--- src/rtl/uart_out_fifo_if.sv ---
// Handshake bundle between the core's putch path, the output FIFO and the UART sink.
// The FIFO uses the slave modport; the core/sink environment uses the master modport.
interface uart_out_fifo_if;
    logic       putch_valid;
    logic [7:0] putch_ch;
    logic       putch_ready;
    logic       uart_out_valid;
    logic [7:0] uart_out_ch;
    logic       uart_out_ready;

    modport slave (
        input  putch_valid,
        input  putch_ch,
        input  uart_out_ready,
        output putch_ready,
        output uart_out_valid,
        output uart_out_ch
    );

    modport master (
        output putch_valid,
        output putch_ch,
        output uart_out_ready,
        input  putch_ready,
        input  uart_out_valid,
        input  uart_out_ch
    );
endinterface

--- src/rtl/uart_out_fifo.sv ---
// Buffered console-output stage: queues putch characters and emits them in order with
// optional pacing. Overflow never stalls the core; lost characters are counted instead.
module uart_out_fifo #(
    parameter int DEPTH = 16,
    parameter int GAP   = 0,
    parameter int CNT_W = 32
) (
    input  logic                       clock,
    input  logic                       reset,
    uart_out_fifo_if.slave             bus,
    output logic [$clog2(DEPTH):0]     fifo_level,
    output logic [CNT_W-1:0]           drop_cnt,
    output logic                       busy
);

    localparam int PTR_W = $clog2(DEPTH);
    localparam int LVL_W = PTR_W + 1;
    localparam int GAP_W = (GAP > 1) ? $clog2(GAP) : 1;
    localparam logic [LVL_W-1:0] FULL_LVL = LVL_W'(DEPTH);
    localparam logic [GAP_W-1:0] GAP_LOAD = (GAP > 0) ? GAP_W'(GAP - 1) : '0;

    typedef enum logic [1:0] {
        IDLE,
        SEND,
        GAP_WAIT
    } state_t;

    state_t            state_q, state_d;
    logic [PTR_W-1:0]  wr_ptr_q, wr_ptr_d;
    logic [PTR_W-1:0]  rd_ptr_q, rd_ptr_d;
    logic [LVL_W-1:0]  level_q, level_d;
    logic [GAP_W-1:0]  gap_q, gap_d;
    logic [CNT_W-1:0]  drop_cnt_q, drop_cnt_d;
    logic [7:0]        mem_q [DEPTH];
    logic [7:0]        mem_d [DEPTH];

    logic full, empty, push, drop, send, pop;

    // Readiness comes only from registered level, so a pop never frees a slot the same cycle.
    always_comb begin
        full  = (level_q == FULL_LVL);
        empty = (level_q == '0);
        bus.putch_ready = !full && !reset;
        push  = bus.putch_valid && bus.putch_ready;
        drop  = bus.putch_valid && !bus.putch_ready;
        send  = (state_q == SEND);
        pop   = send && bus.uart_out_ready;

        bus.uart_out_valid = send;
        bus.uart_out_ch    = send ? mem_q[rd_ptr_q] : 8'h00;
        fifo_level         = level_q;
        drop_cnt           = drop_cnt_q;
        busy               = (state_q != IDLE) || !empty;
    end

    always_comb begin
        mem_d      = mem_q;
        wr_ptr_d   = wr_ptr_q;
        rd_ptr_d   = rd_ptr_q;
        level_d    = level_q;
        drop_cnt_d = drop_cnt_q;

        if (push) begin
            mem_d[wr_ptr_q] = bus.putch_ch;
            wr_ptr_d        = wr_ptr_q + 1'b1;
        end
        if (pop) begin
            rd_ptr_d = rd_ptr_q + 1'b1;
        end
        case ({push, pop})
            2'b10:   level_d = level_q + LVL_W'(1);
            2'b01:   level_d = level_q - LVL_W'(1);
            default: level_d = level_q;
        endcase
        if (drop && (drop_cnt_q != '1)) begin
            drop_cnt_d = drop_cnt_q + 1'b1;
        end
    end

    // Staying in SEND when anything is left after the pop keeps GAP=0 at one char per cycle.
    always_comb begin
        state_d = state_q;
        gap_d   = gap_q;

        case (state_q)
            IDLE: begin
                if (!empty) begin
                    state_d = SEND;
                end
            end
            SEND: begin
                if (pop) begin
                    if (GAP > 0) begin
                        state_d = GAP_WAIT;
                        gap_d   = GAP_LOAD;
                    end else if (level_d != '0) begin
                        state_d = SEND;
                    end else begin
                        state_d = IDLE;
                    end
                end
            end
            GAP_WAIT: begin
                if (gap_q == '0) begin
                    state_d = IDLE;
                end else begin
                    gap_d = gap_q - 1'b1;
                end
            end
            default: begin
                state_d = IDLE;
                gap_d   = '0;
            end
        endcase
    end

    always_ff @(posedge clock) begin
        if (reset) begin
            state_q    <= IDLE;
            wr_ptr_q   <= '0;
            rd_ptr_q   <= '0;
            level_q    <= '0;
            gap_q      <= '0;
            drop_cnt_q <= '0;
        end else begin
            state_q    <= state_d;
            wr_ptr_q   <= wr_ptr_d;
            rd_ptr_q   <= rd_ptr_d;
            level_q    <= level_d;
            gap_q      <= gap_d;
            drop_cnt_q <= drop_cnt_d;
        end
    end

    // Storage needs no reset: entries are only ever read after being written.
    always_ff @(posedge clock) begin
        mem_q <= mem_d;
    end

endmodule

--- src/flat_wrapper.sv ---
// flat-port wrapper written by rule: the top's interface ports become plain ports
module uart_out_fifo_flat 
#(
    parameter int DEPTH = 16,
    parameter int GAP   = 0,
    parameter int CNT_W = 32
)
  (clock, reset, fifo_level, drop_cnt, busy, bus_putch_valid, bus_putch_ch, bus_uart_out_ready, bus_putch_ready, bus_uart_out_valid, bus_uart_out_ch);
  uart_out_fifo_if bus_i ();
  input  logic clock;
  input  logic reset;
  output logic [$clog2(DEPTH):0] fifo_level;
  output logic [CNT_W-1:0] drop_cnt;
  output logic busy;
  input wire logic [$bits(bus_i.putch_valid)-1:0] bus_putch_valid;
  input wire logic [$bits(bus_i.putch_ch)-1:0] bus_putch_ch;
  input wire logic [$bits(bus_i.uart_out_ready)-1:0] bus_uart_out_ready;
  output wire logic [$bits(bus_i.putch_ready)-1:0] bus_putch_ready;
  output wire logic [$bits(bus_i.uart_out_valid)-1:0] bus_uart_out_valid;
  output wire logic [$bits(bus_i.uart_out_ch)-1:0] bus_uart_out_ch;
  assign bus_i.putch_valid = bus_putch_valid;
  assign bus_i.putch_ch = bus_putch_ch;
  assign bus_i.uart_out_ready = bus_uart_out_ready;
  assign bus_putch_ready = bus_i.putch_ready;
  assign bus_uart_out_valid = bus_i.uart_out_valid;
  assign bus_uart_out_ch = bus_i.uart_out_ch;
  uart_out_fifo #(.DEPTH(DEPTH), .GAP(GAP), .CNT_W(CNT_W)) u_core (.clock(clock), .reset(reset), .bus(bus_i), .fifo_level(fifo_level), .drop_cnt(drop_cnt), .busy(busy));
endmodule
--- config.mk ---
export PLATFORM = sky130hd
export DESIGN_NAME = uart_out_fifo_flat
export DESIGN_NICKNAME = d
export VERILOG_FILES = /design/src/rtl/uart_out_fifo_if.sv /design/src/rtl/uart_out_fifo.sv /design/src/flat_wrapper.sv
export SDC_FILE = /design/constraint.sdc
export NUM_CORES = 1
export LEC_CHECK = 0
export CAP_MARGIN = 10
export CORE_MARGIN = 4
export CORE_UTILIZATION = 35
export CTS_CLUSTER_DIAMETER = 100
export CTS_CLUSTER_SIZE = 25
export DETAILED_ROUTE_END_ITERATION = 6
export DONT_BUFFER_PORTS = 1
export SLEW_MARGIN = 15
export SYNTH_ARGS = -nofsm -noshare
export SYNTH_HDL_FRONTEND = slang
export SYNTH_SLANG_ARGS = --single-unit
--- constraint.sdc ---
create_clock -name clock -period 6.9 [get_ports clock]
set_clock_uncertainty 0.1 [all_clocks]
set_input_delay 0.69 -clock clock [delete_from_list [all_inputs] [get_ports clock]]
set_output_delay 0.69 -clock clock [all_outputs]
set_load 0.05 [all_outputs]
==> run summary <==
The run finished with clean final reports. The initial antenna violation count is 0. In this run the tool buffered the top-level ports with 0 buffer cells. Of the available clock period, the critical path in the final layout requires 56.2%. The die area was 23600 µm². The clock passes through at most 2 buffers. Top-level I/O count: 60. The non-filler instance count after layout is 783. For the final layout net count, the log shows 520. Once the clock tree was built, the setup fixing pass inserted 0 buffers. In this run the clock root is driven by a sky130_fd_sc_hd__clkbuf_16.

The power per unit of standard cell area came out at 299 nW/µm². The total number of placement rows is 52, and the count of cells resized by post-cts repair is 0. Dividing the synthesized area by the synthesized cell count gives 14.8 µm². In the synthesized netlist the dominant register cell turns out to be sky130_fd_sc_hd__edfxtp_1. Startpoint of the most critical setup path: u_core.fifo_level[1].

Yosys mapped a number of flops with a built-in enable equal to 128. Synthesis produced a netlist whose cell count is 500. Across all hold checks on the routed design, the worst slack comes to 0.230 ns. TritonCTS built the clock tree. The synthesized net count was 520; the via count normalized by instance count was 5.43. Of all cell types, the one taking the most synthesized area is sky130_fd_sc_hd__edfxtp_1. The initial utilization of the core area, before any placement, comes to 36.1%. The logs give 0 ns for the sum of negative setup slack and 4335 for the via count of the first global-routing pass. Largest net degree at the start of global routing: 54. Setup repair after global routing left no endpoint under its margin. Summed over all cells, the static leakage comes to 2.66 nW. After routing the design area is 8300 µm². The vertical die dimension was 154 µm. The total vias in the final route is 4250, and the critical path data required time is 7.15 ns.

Launch point of the worst hold path: reset. Cells with a size suffix above 1 make up 18.3% of the layout. The share of the Yosys chip area taken by registers is 64.2%. The number of maximum-capacitance constraint violations came out at 0. The worst setup path is captured at a flip-flop.

The async set-or-reset flop fraction in the synthesized netlist was 0%; the clock input transition at the sequential cells of the worst setup and hold paths was 0.07 ns. The internal portion of the total power is 1.78 mW. The post-synthesis to final-layout area growth is 11.9%, and the clock share of power is 39.4%.

The total setup violations reported at the end of the flow was 0; the flip-flop and latch count after synthesis was 174. Ranked by total cell area, the synthesized netlist is headed by sky130_fd_sc_hd__edfxtp_1 (52%), sky130_fd_sc_hd__dfxtp_1 (12%), sky130_fd_sc_hd__mux4_2 (12%), sky130_fd_sc_hd__xor2_1 (3.3%), sky130_fd_sc_hd__nor2_1 (3.1%). The run gives 751 as the number of cells after detailed placement. The actual slew at the worst max-slew pin was 1.13 ns. The number of pins exceeding their max-slew limit in the final report came out at 0. The class of the most critical hold timing path was input pin to flip-flop. Peak supply drop: 0.000180 V. Clock latency on the worst-skew pair, taken at its later pin, is 0.43 ns. The core outline area was 20600 µm². The worst setup path is of the flip-flop to flip-flop kind. Of the total power, the share spent switching nets is 28.2%.

The count of different cell masters after synthesis came out at 55. Routed wire length: 15.6 mm. Based on the critical path, the design can be clocked at up to 0.258 GHz. Detailed placement finished with a half-perimeter wire length of 10.0 mm. Counting I/O delays and the setup requirement, the final critical path takes 3.87 ns. In this run the critical register-to-register path is launched from u_core.fifo_level[1].

The total overflow left after global routing is 0. The logs give 4.13 ns for the data arrival time of the critical path and 0 for the number of inserted diodes. The cell area that synthesis handed to floorplanning was 7420 µm². Measured against its own limit, the worst slew margin works out to 24.4%. The first global-routing pass estimated 24.9 mm of wire. Routability-driven placement finished with a final weighted congestion of 0.800. The run gives 2.48 mW as the sum of internal, switching and leakage power. STA classifies the critical path startpoint as a flip-flop. Registers are responsible for 49.0% of the overall power. The clock drives 174 sinks. The number of DRC violations after detailed-routing iteration 0 is 381, and the fraction of post-synthesis cell area in the top cell type by area is 51.8%. The floorplan die width works out to 154 µm.

For this run, the detailed router's first-pass iteration total came to 5. The tools report the total cell area at the placement stage as 7690 µm². The number of nets still failing antenna checks after routing is 0, and the power dissipated by switching net loads is 698 µW. The largest fanout on the critical path was 13. Dividing the detail-routed wire length by the instance count gives 19.9 µm. Number of H-tree levels: 4. In the routed design, unresolved DRC markers number 0. By instance count, the leading cell after synthesis is sky130_fd_sc_hd__edfxtp_1. Hold repair after CTS inserted 0 buffers. Counting the buffers created by CTS gives 17. Combinational logic is responsible for 11.6% of the overall power. Yosys printed 0 warnings.

Counting instances in the post-synthesis netlist gives the leading cell types as sky130_fd_sc_hd__edfxtp_1 (128), sky130_fd_sc_hd__nor2_1 (62), sky130_fd_sc_hd__dfxtp_1 (46). Global routing consumed, over all layers together, 13.8% of the routing resources. The number of hold violations in the final report came out at 0.
power by group through the flow:
stage,combinational (mW),clock [mW],sequential (mW)
after floorplan,0.268,0,1.21
after global placement,0.285,0,1.24
final,0.288,0.977,1.21
after detailed placement,0.291,0,1.24
after global routing,0.312,1.05,1.22
after CTS,0.291,1.00,1.21
through the flow:
| stage | setup WS [ns] | util, % |
|---|---|---|
| after global placement | 3.28 | 37.4 |
| after CTS | 3.03 | 40.4 |
| final | 3.03 | 40.4 |
| after detailed placement | 3.08 | 37.4 |
| after floorplan | 3.52 | - |
| after global routing | 2.71 | 40.4 |
cells in the final DEF (no fill, tap or decap), types with 5 or more instances in the layout:
master                      instances
sky130_fd_sc_hd__dfxtp_1           45
sky130_fd_sc_hd__nand3_1           15
sky130_fd_sc_hd__xor2_1            28
sky130_fd_sc_hd__edfxtp_1         128
sky130_fd_sc_hd__buf_4              6
sky130_fd_sc_hd__nand4_1           18
sky130_fd_sc_hd__and2_1            11
sky130_fd_sc_hd__inv_8              6
sky130_fd_sc_hd__nand2b_1           5
sky130_fd_sc_hd__o21ai_0            6
sky130_fd_sc_hd__nor2_1            62
sky130_fd_sc_hd__a21oi_1            9
sky130_fd_sc_hd__mux4_2            40
sky130_fd_sc_hd__clkbuf_16         17
sky130_fd_sc_hd__nor2b_1            7
sky130_fd_sc_hd__inv_1              5
sky130_fd_sc_hd__ha_1               8
sky130_fd_sc_hd__nand2_1           26
sky130_fd_sc_hd__and3_1             6
final cells by class:
cell class	count	area [µm²]
clock buffer	17	425
fill	1886	12300
multi-input combinational	296	2520
tap	270	338
clock inverter	15	189
inverter	5	18.8
timing repair buffer	6	45.0
sequential	174	4770
state kept, by name, summed over array words and instances, names as in the netlist:
register,flops
u_core.wr_ptr_q,4
u_core.fifo_level,5
u_core.rd_ptr_q,4
u_core.drop_cnt,32
u_core.state_q,1
u_core.mem_q,128
logic make-up (layout without fill, tap and decap cells):
kind of cell               count (synthesis)  after routing  synth area share [%]
muxes                                     46             46                  13.1
buffers and inverters                     30             43                  1.80
adders and majority gates                  8              8                  1.35
AOI/OAI and AO/OA                         32             32                  2.80
DFF                                      174            174                  64.2
xor gates and xnor gates                  32             32                  3.78
and+or+nand+nor                          178            178                  13.0
worst paths after layout:
path                                             to  cells after the start  slack (ns)
worst max register to register    u_core.state_q[0]                     11        3.03
worst min-delay path            u_core.drop_cnt[30]                      1        0.23
worst max-delay path              u_core.state_q[0]                     11        3.03
worst min register to register   u_core.wr_ptr_q[1]                      2        0.49
worst max-delay path: stages, from the launching register on:
cell and delay [ns]:
sky130_fd_sc_hd__dfxtp_1 0.89, sky130_fd_sc_hd__nor4_4 0.13, sky130_fd_sc_hd__a21oi_1 0.79, sky130_fd_sc_hd__inv_1 0.12
sky130_fd_sc_hd__ha_1 0.35, sky130_fd_sc_hd__xor2_1 0.19, sky130_fd_sc_hd__ha_1 0.27, sky130_fd_sc_hd__a31oi_1 0.20
sky130_fd_sc_hd__xor2_1 0.10, sky130_fd_sc_hd__or3_1 0.33, sky130_fd_sc_hd__and3_1 0.19, sky130_fd_sc_hd__a31oi_1 0.15
per-layer routing:
metal  vias up  routed length [µm]  part of all wire [%]  global-route usage, %
met5         -                   0                     0                      0
met4         0                 267                   1.7                   5.00
met3        30                 880                   5.6                   4.27
met2       144                8000                    51                   23.1
met1      2163                6470                    41                   16.8
li1       1913                   -                     -                      -
Note: power is estimated with default switching activity, not from simulation.
